--- config.mk ---
export PLATFORM = sky130hd
export DESIGN_NAME = reg32_p2s_flat
export DESIGN_NICKNAME = d
export VERILOG_FILES = /design/src/rtl/p2s_pkg.sv /design/src/rtl/reg32_p2s_if.sv /design/src/rtl/p2s_tick.sv /design/src/rtl/reg32_p2s.sv /design/src/flat_wrapper.sv
export SDC_FILE = /design/constraint.sdc
export NUM_CORES = 1
export LEC_CHECK = 0
export ABC_AREA = 0
export ABC_CLOCK_PERIOD_IN_PS = 4150
export CAP_MARGIN = 15
export CORE_ASPECT_RATIO = 0.75
export CORE_MARGIN = 4
export CORE_UTILIZATION = 40
export DETAILED_ROUTE_END_ITERATION = 8
export PLACE_DENSITY = 0.61
export RECOVER_POWER = 25
export SYNTH_ARGS = -nofsm -noshare
export SYNTH_HDL_FRONTEND = slang
export SYNTH_SLANG_ARGS = --single-unit
--- constraint.sdc ---
create_clock -name clk -period 4.15 [get_ports clk]
set_clock_uncertainty 0.2 [all_clocks]
set_input_delay 1.245 -clock clk [delete_from_list [all_inputs] [get_ports clk]]
set_output_delay 1.245 -clock clk [all_outputs]
set_load 0.1 [all_outputs]
--- src/rtl/p2s_pkg.sv ---
// Shared types and sizing helpers for the reg32 parallel-to-serial transmitter.
package p2s_pkg;

  typedef enum logic [1:0] {IDLE, SHIFT, LATCH} p2s_state_t;

  localparam int P2S_WIDTH_DEF = 32;
  localparam int P2S_DIV_DEF   = 2;

  // Counter width for a modulus n; a 1-bit counter is kept when n is 1.
  function automatic int p2s_cnt_w(input int n);
    return (n <= 1) ? 1 : $clog2(n);
  endfunction

endpackage

--- src/rtl/reg32_p2s_if.sv ---
// Request/serial-link bundle between the register side and the p2s transmitter.
interface reg32_p2s_if
  import p2s_pkg::*;
#(
  parameter int WIDTH = P2S_WIDTH_DEF
) ();

  logic             start;
  logic [WIDTH-1:0] D;
  logic             busy;
  logic             done;
  logic             sclk;
  logic             sdo;
  logic             sload;

  modport master (output start, D, input busy, done, sclk, sdo, sload);
  modport slave  (input start, D, output busy, done, sclk, sdo, sload);

endinterface

--- src/rtl/p2s_tick.sv ---
// Serial-clock divider: pulses o_half on the last cycle of every DIV-cycle window.
module p2s_tick
  import p2s_pkg::*;
#(
  parameter int DIV = P2S_DIV_DEF
) (
  input  logic clk,
  input  logic rst,
  input  logic i_en,
  output logic o_half
);

  localparam int            CW   = p2s_cnt_w(DIV);
  localparam logic [CW-1:0] LAST = CW'(DIV - 1);

  logic [CW-1:0] r_cnt;

  always_ff @(posedge clk) begin
    if (rst || !i_en) begin
      r_cnt <= '0;
    end else if (r_cnt == LAST) begin
      r_cnt <= '0;
    end else begin
      r_cnt <= r_cnt + CW'(1);
    end
  end

  assign o_half = i_en && (r_cnt == LAST);

endmodule

--- src/rtl/reg32_p2s.sv ---
// Shifts a captured register word out MSB-first on sdo/sclk, then strobes sload.
module reg32_p2s
  import p2s_pkg::*;
#(
  parameter int WIDTH = P2S_WIDTH_DEF,
  parameter int DIV   = P2S_DIV_DEF
) (
  input  logic        clk,
  input  logic        rst,
  reg32_p2s_if.slave  bus
);

  localparam int BCW = p2s_cnt_w(WIDTH);

  p2s_state_t       r_state, w_state;
  logic [WIDTH-1:0] r_sh, w_sh;
  logic [BCW-1:0]   r_bit, w_bit;
  logic             r_busy, w_busy;
  logic             r_done, w_done;
  logic             r_sclk, w_sclk;
  logic             r_sload, w_sload;
  logic             w_half;

  p2s_tick #(.DIV(DIV)) u_tick (
    .clk    (clk),
    .rst    (rst),
    .i_en   (r_state != IDLE),
    .o_half (w_half)
  );

  always_ff @(posedge clk) begin
    if (rst) begin
      r_state <= IDLE;
      r_sh    <= '0;
      r_bit   <= '0;
      r_busy  <= 1'b0;
      r_done  <= 1'b0;
      r_sclk  <= 1'b0;
      r_sload <= 1'b0;
    end else begin
      r_state <= w_state;
      r_sh    <= w_sh;
      r_bit   <= w_bit;
      r_busy  <= w_busy;
      r_done  <= w_done;
      r_sclk  <= w_sclk;
      r_sload <= w_sload;
    end
  end

  // sdo is the shift-register MSB; the final shift empties it so LATCH/IDLE see 0.
  always_comb begin
    w_state = r_state;
    w_sh    = r_sh;
    w_bit   = r_bit;
    w_busy  = r_busy;
    w_done  = 1'b0;
    w_sclk  = r_sclk;
    w_sload = r_sload;
    case (r_state)
      IDLE: begin
        w_busy  = 1'b0;
        w_sclk  = 1'b0;
        w_sload = 1'b0;
        if (bus.start) begin
          w_state = SHIFT;
          w_sh    = bus.D;
          w_bit   = BCW'(WIDTH - 1);
          w_busy  = 1'b1;
        end
      end
      SHIFT: begin
        if (w_half) begin
          if (!r_sclk) begin
            w_sclk = 1'b1;
          end else begin
            w_sclk = 1'b0;
            w_sh   = {r_sh[WIDTH-2:0], 1'b0};
            if (r_bit != '0) begin
              w_bit = r_bit - BCW'(1);
            end else begin
              w_state = LATCH;
              w_sload = 1'b1;
            end
          end
        end
      end
      LATCH: begin
        if (w_half) begin
          w_state = IDLE;
          w_sload = 1'b0;
          w_busy  = 1'b0;
          w_done  = 1'b1;
        end
      end
      default: begin
        w_state = IDLE;
      end
    endcase
  end

  assign bus.busy  = r_busy;
  assign bus.done  = r_done;
  assign bus.sclk  = r_sclk;
  assign bus.sdo   = r_sh[WIDTH-1];
  assign bus.sload = r_sload;

endmodule

--- src/flat_wrapper.sv ---
// flat-port wrapper written by rule: the top's interface ports become plain ports
module reg32_p2s_flat import p2s_pkg::*;
#(
  parameter int WIDTH = P2S_WIDTH_DEF,
  parameter int DIV   = P2S_DIV_DEF
)
  (clk, rst, bus_start, bus_D, bus_busy, bus_done, bus_sclk, bus_sdo, bus_sload);
  reg32_p2s_if #(.WIDTH(WIDTH)) bus_i ();
  input  logic clk;
  input  logic rst;
  input wire logic [$bits(bus_i.start)-1:0] bus_start;
  input wire logic [$bits(bus_i.D)-1:0] bus_D;
  output wire logic [$bits(bus_i.busy)-1:0] bus_busy;
  output wire logic [$bits(bus_i.done)-1:0] bus_done;
  output wire logic [$bits(bus_i.sclk)-1:0] bus_sclk;
  output wire logic [$bits(bus_i.sdo)-1:0] bus_sdo;
  output wire logic [$bits(bus_i.sload)-1:0] bus_sload;
  assign bus_i.start = bus_start;
  assign bus_i.D = bus_D;
  assign bus_busy = bus_i.busy;
  assign bus_done = bus_i.done;
  assign bus_sclk = bus_i.sclk;
  assign bus_sdo = bus_i.sdo;
  assign bus_sload = bus_i.sload;
  reg32_p2s #(.WIDTH(WIDTH), .DIV(DIV)) u_core (.clk(clk), .rst(rst), .bus(bus_i));
endmodule
# Yosys cells after proc, flatten, opt, wreduce, memory -nomap -nowiden
# Index checks and enable logic that the tools add are counted.
# Widths: inputs -> output; s select.
[word_totals]
ff_bits = 44
inputBits = 35
word_cells = 62
[classes]
n_addsub = 2
n_eq_ne = 8
n_mux = 26
n_bitwise = 1
reduce_logical = 17
[op_table]
columns = ["operator", "n"]
rows = [
  ["$mux 32", 3],
  ["$pmux 32 s2", 1],
  ["$mux 5", 4],
  ["$reduce_and 5->1", 3],
  ["$mux 2", 5],
  ["$pmux 5 s2", 1],
  ["$mux 1", 8],
  ["$ne 2x2->1 const B", 4],
  ["$pmux 2 s3", 1],
  ["$reduce_bool 2->1", 3],
  ["$reduce_bool 5->1", 1],
  ["$sub 5x1->5 const B", 1],
  ["$ne 2x1->1 const B", 2],
  ["$pmux 1 s2", 2],
  ["$reduce_and 2->1", 2],
  ["$reduce_and 4->1", 1],
  ["$reduce_or 2->1", 2],
  ["$pmux 1 s3", 1],
  ["$reduce_bool 3->1", 1],
  ["$eq 2x1->1 const B", 1],
  ["$eq 2x2->1 const B", 1],
  ["$logic_not 2->1", 1],
  ["$add 1x1->1 const B", 1],
  ["$logic_and 1x1->1", 1],
  ["3 further kinds", 3],
]

# Depth between registers and ports, before layout
# Gate-level depths: netlist of run 1.
[logic_depth]
depth_word = 5
mapped_depth = 6
ltp_nobuf = 5

# Hierarchy
# From an unflattened synthesis of run 1, not the netlist that was laid out.
[hier_totals]
hier_cells = 241
area_unflattened_um2 = 2185.8
[modules_own_cells]
columns = ["module", "n_inst", "cells_per_inst", "area_per_inst_um2", "seq_area_each_um2"]
rows = [
  ["reg32_p2s", 1, 238, 2145.8, 860.8],
  ["p2s_tick", 1, 3, 40.0, 20.0],
]

# Least setup slack after synthesis of run 1
# No wires, ideal clock.
[synth_path]
path_kind = "flip-flop to output port"
start = "register u_core.r_sclk (netlist: u_core.bus.sclk)"
end = "output bus_sclk"
arrival_ns = 1.023
t_required_ns = 2.705
setup_slack_ns = 1.682
stages_incl_launch_ff = 1
n_path_buf = 0
cell_sequence = "dfxtp_1"
[synth_rtl]
columns = ["item", "line", "text"]
rows = [
  ["start: declaration", "reg32_p2s.sv:20", "logic r_sclk, w_sclk;"],
  ["start signal: assignment", "reg32_p2s.sv:46", "r_sclk <= w_sclk;"],
  ["end: declaration", "flat_wrapper.sv:15", "output wire logic [$bits(bus_i.sclk)-1:0] bus_sclk;"],
]
# No word-level cell between the ends.

# Final worst setup path of run 1
[layout_path]
start = "input bus_start"
end = "register u_core.r_bit[0]"
[layout_between]
elab_chain_len = 2
[layout_lines]
columns = ["item", "line", "text"]
rows = [
  ["start: declaration", "flat_wrapper.sv:11", "input wire logic [$bits(bus_i.start)-1:0] bus_start;"],
  ["$ne 2x2->1 (no source line)", "--", ""],
  ["$reduce_and 5->1 (no source line)", "--", ""],
  ["end signal: assignment", "reg32_p2s.sv:43", "r_bit <= w_bit;"],
  ["end: declaration", "reg32_p2s.sv:17", "logic [BCW-1:0] r_bit, w_bit;"],
]
# No other way between the ends.
# A chain may end at the register's enable or synchronous reset.

==> results of run 1 <==
power breakdown:
| group | switching, mW | internal [mW] | total, mW |
|---|---|---|---|
| clock | 0.135 | 0.115 | 0.250 |
| sequential | 0.0254 | 0.455 | 0.481 |
| combinational | 0.0841 | 0.0903 | 0.174 |
area by class of cell:
type                    count  area, um^2
clock buffers               6       72.57
repair buffers             44       401.6
flip-flops and latches     44       880.8
fillers                   471        2432
clock inverters             1       5.005
multi-input cells         144        1052
well taps                  60       75.07
inverters                   2       7.507
critical path, delay by kind of cell:
family	cells	cell delay, ns
and+or+nand+nor	1	0.17
AOI/OAI and AO/OA	2	0.48
buffers and inverters	2	1.72
state kept, by name, indices dropped and copies added (netlist names):
signal               cells
u_core.bus.busy          1
u_core.bus.done          1
u_core.u_tick.r_cnt      1
u_core.r_bit             5
u_core.r_sh             32
u_core.bus.sclk          1
u_core.bus.sload         1
u_core.r_state           2
metrics by stage:
stage / total power [mW] / std cells
floorplan: 0.6068 / 213
global placement: 0.6641 / 294
detailed placement: 0.6648 / 294
CTS: 0.9144 / 301
global route: 0.9524 / 301
finish: 0.9049 / 301
layout by cell type, fill, tap and decap left out, drive strengths merged:
cell type      Yosys  final
mux2i             31     31
buf               17      3
dfxtp             44     44
nor4b              2      2
a21oi              6      6
nand3b             1      1
nand2b             1      1
o41ai              1      1
clkinv             0      1
o211a              1      1
or4b               1      1
o21a               2      2
or3b               1      1
o22ai              1      1
dlygate4sd3        0      1
nor4               1      1
clkbuf             6     11
o21ai              4      4
nor2b              3      3
inv                2      2
a41oi              1      1
nand2              3      3
and4b              1      1
o32a               1      1
nand3              2      2
nor3b              4      4
nor2               3      3
a211oi            33     33
nor3              35     35
nor4bb             1      1
ha                 1      1
clkdlybuf4s50      0     35
a31oi              3      3
cell families (layout without fill, tap and decap cells):
family,Yosys count,count (layout),synth area share [%]
adder cells (fa/ha/maj),1,1,0.6097
flip-flops,44,44,42.93
buffers and inverters,25,53,5.915
AND/OR/NAND/NOR,59,59,16.95
multiplexers,31,31,15.12
AO/OA/AOI/OAI,53,53,18.48
how the worst min path moves through the flow:
stage,to
after floorplan,u_core.r_sh[0]
after global placement,u_core.bus.busy
after detailed placement,u_core.bus.busy
after CTS,u_core.bus.busy
after global routing,u_core.bus.busy
final,u_core.bus.busy
per-layer routing:
| layer | wire [um] | vias to the layer above | track usage [%] |
|---|---|---|---|
| met5 | 0 | - | 0 |
| met4 | 37 | 0 | 4.584 |
| met3 | 265 | 4 | 4.952 |
| met2 | 1778 | 42 | 20.38 |
| met1 | 2415 | 767 | 20.45 |
| li1 | - | 865 | - |
==> results.txt, run 1 <==
outcome: finished with violations
Post-Syn Area: 2052 um^2
register area share after synthesis: 42.93%
CTS tree: done
EDFF count, synth: 0
via count: 1,678
final hold viol count: 0
Synthesized Nets: 249
Core Footprint: 4927 um^2
Max IR drop VDD: 0.1421 mV
Leakage: 0.9760 nW
# nets final: 277
Final setup viols: 0
Fin Setup TNS: 0 ns
GRT Util Overall: 14.44%
crit path max fanout: 36
H-tree depth: 2
hold depth: 2
Initial Util: 41.65%
routed length per placed instance: 14.94 um
CTS sink count: 44
Synth Instances: 213
unrepaired setup endpoints after global routing: false
crit path capture: u_core.r_bit[0]
number of cells on the worst reg-to-reg path: 4
Slew Viols, Final: 37
commonest cells in the netlist: dfxtp_1, nor3_1, a211oi_1
grt ovf: 0
most numerous cell in the Yosys netlist: dfxtp_1
layout cells sized above 1: 5.809%
Layout area overhead: 21.59%
Final WS setup: 0.5547 ns
fraction of registers with async set/reset: 0%
Max Fclk: 0.2781 GHz
Final period util: 86.63%
CTS hold repair buffers: 0
Residual DRC: 0
setup slack after placement: 0.9698 ns
initial antenna violation count: 0
Clock Tree Buf Depth: 2
min-delay src: u_core.bus.busy
Yosys top cell area share: 42.93%
slowest CP cell: clkbuf_1
largest net degree at the start of global routing: 38
clock latency on the worst-skew pair: 0.29 ns
YS warnings: 0
initial DRC count: 71
count of cell types in the netlist: 33
Placed Area: 2436 um^2
Worst setup startpoint: bus_start
total die area: 6352 um^2
post-layout util: 50.63%
hold slack: 0.2920 ns
power density cells: 362.7 nW/um^2
Mean Syn Cell Area: 9.634 um^2
CP cell instances: clkdlybuf4s50_1 > nor3b_4 > clkbuf_1 > o32a_1 > o21a_1
# diodes: 0
wire length of the first global-routing pass: 7.548 mm
detailed placement HPWL: 2.745 mm
number of global-route vias before repair: 1,549
startpoint type of the worst setup path: input port
top cells by area, synth: dfxtp_1, mux2i_1, a211oi_1
max_cap viols: 1
Slew headroom: -11.95%
Worst Setup End Kind: register
I/O pin count: 40
Via density: 5.575
type of the worst min-delay path: register to register
Buffers on Ports: 39
failing checks: capacitance limit, slew limit
Critical Path AT: 3.63 ns
CTS root buffer: clkbuf_8
critical path required time: 4.19 ns
clock-pin slew on the worst setup and hold paths: 0.08 ns
FF+latch count, synth: 44
gpl congestion: 0.7264
measured slew at the worst slew-check pin: 1.679 ns
area leader, netlist: dfxtp_1
overall die width: 90.71 um
CP Class: input port to register
FP Rows: 22
Routed WL: 4.496 mm
Post-Layout Inst Area: 2495 um^2
Post-CTS Setup Bufs: 0
number of CTS-inserted buffers: 5
R2R Path Start: u_core.r_state[0]
reg-to-reg setup timing slack: 1.48 ns
CP max stage delay: 1.23 ns
reg-to-reg critical path endpoint: u_core.r_bit[0]
PostCTS Resize Cnt: 0
Top FF cell, synth: dfxtp_1
Die H: 70.03 um
DRT Pass-1 Iters: 4
Final ANT Viol Nets: 0
minimum clock period: 3.595 ns
Power figures use the tool's default switching activity.
==> run 2, diff against run 1 <==
- CORE_UTILIZATION: 40 -> 55
- PLACE_DENSITY: 0.61 -> 0.81
==> results.txt, run 2 (synthesis gave the netlist of run 1 again) <==
Reg area: 880.8 um^2 (unchanged)
Critical Path AT: 3.55 ns (-0.08 ns)
largest net degree at the start of global routing: 38 (unchanged)
hold depth: 2 (unchanged)
wire length of the first global-routing pass: 7.596 mm (+0.64%)
final hold viol count: 0 (unchanged)
CTS sink count: 44 (unchanged)
detailed placement HPWL: 2.849 mm (+3.8%)
GRT Util Overall: 20.01% (+5.6 points)
# diodes: 0 (unchanged)
number of CTS-inserted buffers: 5 (unchanged)
CTS hold repair buffers: 0 (unchanged)
Routed met3 length: 260 um (-1.9%)
overall die width: 78.53 um (-13%)
Final ANT Viol Nets: 0 (unchanged)
Slew Viols, Final: 37 (unchanged)
Post-CTS Setup Bufs: 0 (unchanged)
Worst Setup End Kind: register
layout cells sized above 1: 6.639% (+0.83 points)
minimum clock period: 3.501 ns (-0.09433 ns)
R2R Path Start: u_core.r_state[0]
CP Class: input port to register
failing checks: capacitance limit, slew limit
CTS tree: done
# nets final: 276 (-0.36%)
I/O pin count: 40 (unchanged)
Hold Path Sink: u_core.r_sh[0]
outcome: finished with violations
commonest non-fill, non-tap cells in the layout: dfxtp_1, clkdlybuf4s50_1, nor3_1
Final period util: 84.36% (-2.3 points)
Max IR drop VDD: 0.2356 mV (+66%)
H-tree depth: 2 (unchanged)
type of the worst min-delay path: register to register
power density cells: 400.4 nW/um^2 (+10%)
routed length per placed instance: 15.29 um (+2.4%)
Final WS setup: 0.6491 ns (+0.09433 ns)
gpl congestion: 0.7464 (+2.8%)
reg-to-reg setup timing slack: 1.58 ns (+0.10 ns)
min-delay src: u_core.r_sh[0]
Die H: 60.90 um (-13%)
number of cells on the worst reg-to-reg path: 4 (unchanged)
startpoint type of the worst setup path: input port
Leakage: 1.000 nW (+2.5%)
reg-to-reg critical path endpoint: u_core.r_bit[1]
setup slack after placement: 0.9681 ns (-0.001710 ns)
WL met1: 2.128 mm (-12%)
CP max stage delay: 1.15 ns (-0.08 ns)
FILL cells: 258 (-45%)
Clock Tree Buf Depth: 2 (unchanged)
Fin Setup TNS: 0 ns (unchanged)
clock latency on the worst-skew pair: 0.29 ns (about the same)
measured slew at the worst slew-check pin: 1.551 ns (-0.1278 ns)
Largest register FFs: 32 (unchanged)
Slew headroom: -3.430% (+8.5 points)
area occupied by multi-input gates: 1052 um^2 (unchanged)
met2 WL post-DR: 2.024 mm (+14%)
Buffers on Ports: 39 (unchanged)
DRT Pass-1 Iters: 4 (unchanged)
grt ovf: 0 (unchanged)
Layout area overhead: 23.48%
PostCTS Resize Cnt: 0 (unchanged)
Max Fclk: 0.2856 GHz (+2.7%)
Worst setup startpoint: bus_start
highest metal used: met4
Core Footprint: 3446 um^2 (-30%)
Final setup viols: 0 (unchanged)
initial DRC count: 207 (+190%)
max_cap viols: 1 (unchanged)
Residual DRC: 0 (unchanged)
Initial Util: 59.55% (+18 points)
crit path max fanout: 36 (unchanged)
commonest non-fill, non-tap cell in the layout: dfxtp_1
clock-pin slew on the worst setup and hold paths: 0.08 ns (about the same)
Regs by FF count: u_core.r_sh x32, u_core.r_bit x5, u_core.r_state x2
Via density: 5.969 (+7.1%)
slowest CP cell: clkbuf_1
initial antenna violation count: 0 (unchanged)
via count: 1,737 (+3.5%)
largest reg by FF count: u_core.r_sh
CTS root buffer: clkbuf_8
unrepaired setup endpoints after global routing: false
Routed WL: 4.449 mm (-1.0%)
FP Rows: 18 (-18%)
CP cell instances: clkdlybuf4s50_1 > nor3b_4 > clkbuf_1 > o32a_1 > o21a_1
number of global-route vias before repair: 1,660 (+7.2%)
critical path required time: 4.20 ns (about the same)
total die area: 4782 um^2 (-25%)
[run 2: worst max path at each step]
stage | depth (start not counted) | endpoint | slack, ns
CTS | 1 | bus_sdo | 0.92
global placement | 5 | u_core.r_sh[14] | 1.04
floorplan | 0 | bus_sclk | 1.68
finish | 5 | u_core.r_bit[1] | 0.65
detailed placement | 5 | u_core.r_sh[14] | 0.97
global route | 5 | u_core.r_sh[12] | 0.45
[run 2: per-stage QoR]
step / hold WS (ns) / area (um^2) / util [%] / std cells / total power, mW
global route: 0.3054 / 2534 / 73.53 / 291 / 1.059
finish: 0.2930 / 2534 / 73.53 / 291 / 1.015
CTS: 0.2922 / 2545 / 73.86 / 291 / 1.018
detailed placement: 0.2813 / 2419 / 70.19 / 283 / 0.6644
global placement: 0.2775 / 2419 / 70.19 / 283 / 0.6547
floorplan: 0.2581 / 2052 / - / 213 / 0.6068
[run 2: layer usage]
layer  vias up  GRT usage, %
li1        862             -
met1       818         25.61
met2        51         33.13
met3         6         5.341
met4         0         7.232
met5         -             0
[run 2: worst max-delay path: cells and delay by family]
| family | cells | cell delay [ns] |
|---|---|---|
| buf+inv | 2 | 1.64 |
| compound gates | 2 | 0.47 |
| simple gates | 1 | 0.18 |
[run 2: final cells by class]
| class | count | area share [%] |
|---|---|---|
| clock inverters | 1 | 1.185 |
| clock buffers | 7 | 3.802 |
| well taps | 50 | 2.469 |
| inverters | 2 | 0.2963 |
| multi-input cells | 144 | 41.53 |
| repair buffers | 43 | 15.95 |
| flip-flops and latches | 44 | 34.77 |
[run 2: report_power, final]
group	internal, mW	leakage, nW	switching [mW]	total, mW
clock	0.213	0.0645	0.147	0.359
sequential	0.455	0.363	0.0251	0.480
combinational	0.0899	0.572	0.0852	0.175
total	0.757	1.00	0.257	1.01
